<file path="src/rtl/ber_pkg.sv">
// Shared types and default sizing for the bit-error-rate meter.
package ber_pkg;

  typedef enum logic {
    SEARCH = 1'b0,
    LOCKED = 1'b1
  } state_t;

  localparam int DEF_SEQ_LEN    = 511;
  localparam int DEF_REG_LEN    = 32;
  localparam int DEF_RESYNC_WIN = 64;
  localparam int DEF_RESYNC_THR = 16;

endpackage

</file>
<file path="src/rtl/ber_delay_line.sv">
// Reference-bit delay line: tap k presents sx delayed by k+1 enabled samples.
module ber_delay_line
  import ber_pkg::*;
#(
  parameter int  SEQ_LEN   = DEF_SEQ_LEN,
  localparam int SHIFT_LEN = $clog2(SEQ_LEN)
) (
  input  logic                 clk,
  input  logic                 rst,
  input  logic                 enable,
  input  logic                 sx,
  input  logic [SHIFT_LEN-1:0] sel,
  output logic                 tap
);

  logic [SEQ_LEN-1:0] line;

  always_ff @(posedge clk) begin
    if (!rst) begin
      line <= '0;
    end else if (enable) begin
      line <= {line[SEQ_LEN-2:0], sx};
    end
  end

  assign tap = line[sel];

endmodule

</file>
<file path="src/rtl/ber_meter.sv">
// BER meter: exhaustive delay search over the reference PRBS, then error
// counting at the chosen delay with automatic re-search on loss of lock.
module ber_meter
  import ber_pkg::*;
#(
  parameter int  SEQ_LEN    = DEF_SEQ_LEN,
  parameter int  REG_LEN    = DEF_REG_LEN,
  parameter int  RESYNC_WIN = DEF_RESYNC_WIN,
  parameter int  RESYNC_THR = DEF_RESYNC_THR,
  localparam int SHIFT_LEN  = $clog2(SEQ_LEN)
) (
  input  logic                 clk,
  input  logic                 rst,
  input  logic                 enable,
  input  logic                 clear,
  input  logic                 sx,
  input  logic                 dx,
  output logic                 locked,
  output logic [SHIFT_LEN-1:0] best_shift,
  output logic [REG_LEN-1:0]   bit_count,
  output logic [REG_LEN-1:0]   error_count,
  output logic                 error_flag
);

  localparam int SUM_W = $clog2(SEQ_LEN + 1);
  localparam int WIN_W = $clog2(RESYNC_WIN + 1);
  localparam logic [SHIFT_LEN-1:0] LAST_IDX = SHIFT_LEN'(SEQ_LEN - 1);
  localparam logic [WIN_W-1:0]     WIN_LAST = WIN_W'(RESYNC_WIN - 1);
  localparam logic [WIN_W-1:0]     THR      = WIN_W'(RESYNC_THR);

  state_t                 state;
  logic [SHIFT_LEN-1:0]   shift;
  logic [SHIFT_LEN-1:0]   sample_cnt;
  logic [SHIFT_LEN-1:0]   min_shift;
  logic [SHIFT_LEN-1:0]   tap_sel;
  logic [SHIFT_LEN-1:0]   lock_shift;
  logic [SUM_W-1:0]       win_sum;
  logic [SUM_W-1:0]       min_sum;
  logic [SUM_W-1:0]       sum_nxt;
  logic [WIN_W-1:0]       win_cnt;
  logic [WIN_W-1:0]       win_err;
  logic [WIN_W-1:0]       win_err_nxt;
  logic                   tap;
  logic                   err;
  logic                   resync;

  function automatic logic [REG_LEN-1:0] sat_add(input logic [REG_LEN-1:0] a,
                                                 input logic               b);
    return (&a) ? a : a + REG_LEN'(b);
  endfunction

  ber_delay_line #(
    .SEQ_LEN(SEQ_LEN)
  ) u_delay_line (
    .clk   (clk),
    .rst   (rst),
    .enable(enable),
    .sx    (sx),
    .sel   (tap_sel),
    .tap   (tap)
  );

  // The same tap mux serves the search sweep and the locked comparison.
  assign tap_sel     = (state == LOCKED) ? best_shift : shift;
  assign err         = tap ^ dx;
  assign sum_nxt     = win_sum + SUM_W'(err);
  assign lock_shift  = (sum_nxt < min_sum) ? shift : min_shift;
  assign win_err_nxt = win_err + WIN_W'(err);
  assign resync      = (win_err_nxt >= THR);

  always_ff @(posedge clk) begin
    if (!rst) begin
      state       <= SEARCH;
      shift       <= '0;
      sample_cnt  <= '0;
      win_sum     <= '0;
      min_sum     <= '1;
      min_shift   <= '0;
      win_cnt     <= '0;
      win_err     <= '0;
      locked      <= 1'b0;
      best_shift  <= '0;
      bit_count   <= '0;
      error_count <= '0;
      error_flag  <= 1'b0;
    end else begin
      unique case (state)
        SEARCH: begin
          if (enable) begin
            if (sample_cnt == LAST_IDX) begin
              sample_cnt <= '0;
              win_sum    <= '0;
              if (sum_nxt < min_sum) begin
                min_sum   <= sum_nxt;
                min_shift <= shift;
              end
              if (sum_nxt == '0 || shift == LAST_IDX) begin
                state       <= LOCKED;
                locked      <= 1'b1;
                best_shift  <= lock_shift;
                bit_count   <= '0;
                error_count <= '0;
                error_flag  <= 1'b0;
                win_cnt     <= '0;
                win_err     <= '0;
              end else begin
                shift <= shift + SHIFT_LEN'(1);
              end
            end else begin
              sample_cnt <= sample_cnt + SHIFT_LEN'(1);
              win_sum    <= sum_nxt;
            end
          end
        end
        LOCKED: begin
          // Loss of lock takes priority over a simultaneous clear.
          if (enable && resync) begin
            state       <= SEARCH;
            locked      <= 1'b0;
            best_shift  <= '0;
            bit_count   <= '0;
            error_count <= '0;
            error_flag  <= 1'b0;
            shift       <= '0;
            sample_cnt  <= '0;
            win_sum     <= '0;
            min_sum     <= '1;
            min_shift   <= '0;
            win_cnt     <= '0;
            win_err     <= '0;
          end else begin
            if (enable) begin
              if (win_cnt == WIN_LAST) begin
                win_cnt <= '0;
                win_err <= '0;
              end else begin
                win_cnt <= win_cnt + WIN_W'(1);
                win_err <= win_err_nxt;
              end
            end
            if (clear) begin
              bit_count   <= REG_LEN'(enable);
              error_count <= REG_LEN'(enable & err);
              error_flag  <= enable & err;
            end else if (enable) begin
              bit_count   <= sat_add(bit_count, 1'b1);
              error_count <= sat_add(error_count, err);
              error_flag  <= |sat_add(error_count, err);
            end
          end
        end
      endcase
    end
  end

endmodule

</file>
<file path="config.mk">
export PLATFORM = sky130hd
export DESIGN_NAME = ber_meter
export DESIGN_NICKNAME = d
export VERILOG_FILES = /design/src/rtl/ber_pkg.sv /design/src/rtl/ber_delay_line.sv /design/src/rtl/ber_meter.sv
export SDC_FILE = /design/constraint.sdc
export NUM_CORES = 2
export LEC_CHECK = 0
export CORE_MARGIN = 3
export CORE_UTILIZATION = 47
export DETAILED_ROUTE_END_ITERATION = 6
export PLACE_DENSITY = 0.65
export REMOVE_ABC_BUFFERS = 1
export SETUP_SLACK_MARGIN = 0.05
export SYNTH_ARGS = -nofsm -noshare
export SYNTH_HDL_FRONTEND = slang
export SYNTH_HIERARCHICAL = 1
export SYNTH_SLANG_ARGS = --single-unit
</file>
<file path="constraint.sdc">
create_clock -name clk -period 9.2 [get_ports clk]
set_input_delay 1.84 -clock clk [delete_from_list [all_inputs] [get_ports clk]]
set_output_delay 1.84 -clock clk [all_outputs]
set_load 0.005 [all_outputs]
</file>
==> results.md <==
* Pwr Density at 170 nW/µm²
* Initial antenna violation count at 0
* R2R Path Start: state
* Final hold vios at 0
* Via count at 22.2k
* Synth Area per Inst at 10.3 µm²
* Final period util at 86.1%
* Synth warn at 6
* Number of synthesized register bits at 646
* R2R depth at 20
* Yosys cell types at 86
* P_leak at 0.0126 µW
* Outcome: completed
* Crit end category: flop
* Cell Area, Synth at 31100 µm²
* Final instance area at 34600 µm²
* Fin nets at 2992
* Startpoint types: flop
* Die area at 69300 µm²
* Fmax at 126 MHz
* Initial core utilization at 47.9%
* Gate count of the mapped netlist at 3009
* Setup TNS at 0 ps
* Sink Count at 646
* End of the worst hold path: win_cnt[6]
* Clock root cell: clkbuf_16
* GRT Total Usage at 20.8%
* # setup viols final at 0
* Total Power at 5870 µW
* PostCTS Resize Cnt at 0
* CP max FO at 28
* Min Tclk post-route at 7920 ps
* Clk_lat worst skew at 610 ps
* Post-synth EDFFs at 0
* Die H at 263 µm
* Ys async rst share at 0%
* Slowest stage delay, CP at 1060 ps
* First-pass GRT wire length at 119000 µm
* WHS at 459 ps
* H-tree levels at 3
* Final Skew at 21.6 ps
* Crit path kind: reg -> reg
* Final HPWL DP at 47900 µm
* Global placement routability congestion at 0.900
* Total core area at 64900 µm²
* Number of setup buffers added after CTS at 0
* Worst Tran Pin Value at 1220 ps
* DRT Pass-1 Iters at 7
* CTS Buffer Depth at 3
* DRC at 0
* WL final at 73700 µm
* Max IR drop VDD at 0.147 mV
* Hold depth at 2
* WP data required at 9650 ps
* Antenna Nets Post-Route at 0
* DIE WIDTH at 263 µm
* Clock transition at path regs at 60 ps
* Placed Cells at 3746
* RSZ-0062 raised after global routing: no
* Total of max-cap violations at 0
* IO Count at 81
* Sequential area share after synthesis at 41.6%
* Overflow left after global routing at 0
* Drt wl/cell at 19.0 µm
* Port bufs at 80
* Vias per inst at 5.73
* Share of cells above drive strength 1 at 9.71%
* DP Area at 32200 µm²
* Final Non-Filler Cells at 3873
* CTS tree: yes
* Vias in the first global route at 21.6k
* Cell Rows at 93
* Largest net degree at the start of global routing at 266
* Cts hold-fix bufs at 0
* 1st-iter DRT viols at 1794
* CP Data Arrival Time at 8380 ps
* Fillers at 5657
* Reg2Reg Setup Slack at 1280 ps
* Max-slew violation count at 0
* HP Class: reg -> reg
* Hold Crit Start: win_cnt[6]
* Worst flop-to-flop path endpoint: bit_count[16]
* Rel. slew slack at 16.4%
* Antenna cells at 0
* Ys flop type: dfxtp_1
* Slowest CP cell: nor2b_1
* TritonCTS Buffers at 72
* Cell breakdown of the critical path: buf_4 -> mux2_2 -> nor2b_1 -> a22oi_1 -> a21oi_1 -> nor2_1 -> a31oi_1 -> a21oi_1 -> a211oi_2 -> xor2_1 -> ha_1 -> ha_1 -> and3_1 -> o31ai_1 -> a31oi_1 -> or3_1 -> o21bai_1 -> a21oi_2 -> buf_4 -> a311oi_1
* Area grow syn2layout at 11.2%
## power breakdown
part	internal, µW	total (µW)	switching [µW]
combinational	94.6	207	112
sequential	2800	2800	1.98
clock	1720	2860	1140
## kinds of logic after synthesis
group | after synthesis | synth area share (%)
fa+ha+maj | 20 | 0.805
flops | 646 | 41.6
simple gates | 1004 | 18.4
mux | 689 | 26.6
compound gates | 357 | 7.74
buf+inv | 255 | 3.77
xor+xnor | 38 | 1.07
## registers in the layout (all words and copies together) (netlist names)
register           cells
error_flag             1
min_shift              9
best_shift             9
win_sum                9
win_cnt                7
bit_count             32
state                  1
locked                 1
win_err                7
error_count           32
min_sum                9
sample_cnt             9
shift                  9
u_delay_line/line    511
## cells in the final DEF (no fill, tap or decap), types with 33 or more instances in the layout
master           netlist  final
dfxtp_1              646    646
mux2i_1              564    564
nor2b_1              517    517
nand2_1              127    127
mux4_2               104    104
nor2_1               100    100
clkdlybuf4s50_1        0     78
clkbuf_16              0     74
o21ai_0               73     72
a21oi_1               71     70
nand3_1               53     53
nor3_1                48     47
a31oi_1               40     40
inv_1                 33     33
## metal layers
| layer | track usage, % | share of wire, % | up-vias |
|---|---|---|---|
| met5 | 0 | 0 | - |
| met4 | 5.74 | 2.3 | 0 |
| met3 | 3.86 | 4.8 | 104 |
| met2 | 33.7 | 46 | 521 |
| met1 | 28.5 | 47 | 10900 |
| li1 | - | - | 10700 |
## stage by stage
stage	util [%]	setup slack [ps]
floorplan	-	-14320
global placement	49.6	1430
detailed placement	49.6	1140
CTS	53.3	1130
global route	53.3	765
finish	53.3	1280
## cell type report
type / instances / area, µm² / share of cell area, %
well taps: 855 / 1070 / 3.09
inverters: 34 / 128 / 0.369
multi-input cells: 2108 / 17000 / 49.2
clock inverters: 15 / 150 / 0.434
repair buffers: 104 / 1050 / 3.05
flip-flops and latches: 646 / 12900 / 37.4
clock buffers: 111 / 2230 / 6.45
## synthesized netlist by cell type, types with 23 or more instances
cell type  number  area share (%)
nand3_1        53            0.85
nor2b_1       517              10
a31oi_1        40            0.80
nand2_1       127             1.5
mux2i_1       564              18
buf_1          42            0.51
o21ai_0        73             1.2
nor3_1         48            0.77
and3_1         23            0.46
mux4_2        104             7.5
nand4_1        30            0.60
a22oi_1        24            0.58
dfxtp_1       646              42
nor2_1        100             1.2
clkbuf_1      131             1.6
a21oi_1        71             1.1
inv_1          33            0.40
## worst max-delay path by stage
stage	to	startpoint	slack, ps	depth (start not counted)
floorplan	bit_count[16]	state	-14320	19
global placement	min_sum[5]	state	1430	23
detailed placement	min_sum[3]	state	1140	23
CTS	min_sum[3]	state	1130	23
global route	bit_count[8]	state	770	20
finish	bit_count[16]	state	1280	20
## critical path, delay by kind of cell (launching register included)
| kind | cells | cell delay, ps |
|---|---|---|
| DFF | 1 | 630 |
| muxes | 1 | 650 |
| buffers and inverters | 2 | 640 |
| xor gates and xnor gates | 1 | 720 |
| AOI/OAI and AO/OA | 10 | 2610 |
| and+or+nand+nor | 4 | 1970 |
| adders and majority gates | 2 | 530 |
Note: power is estimated with default switching activity, not from simulation.
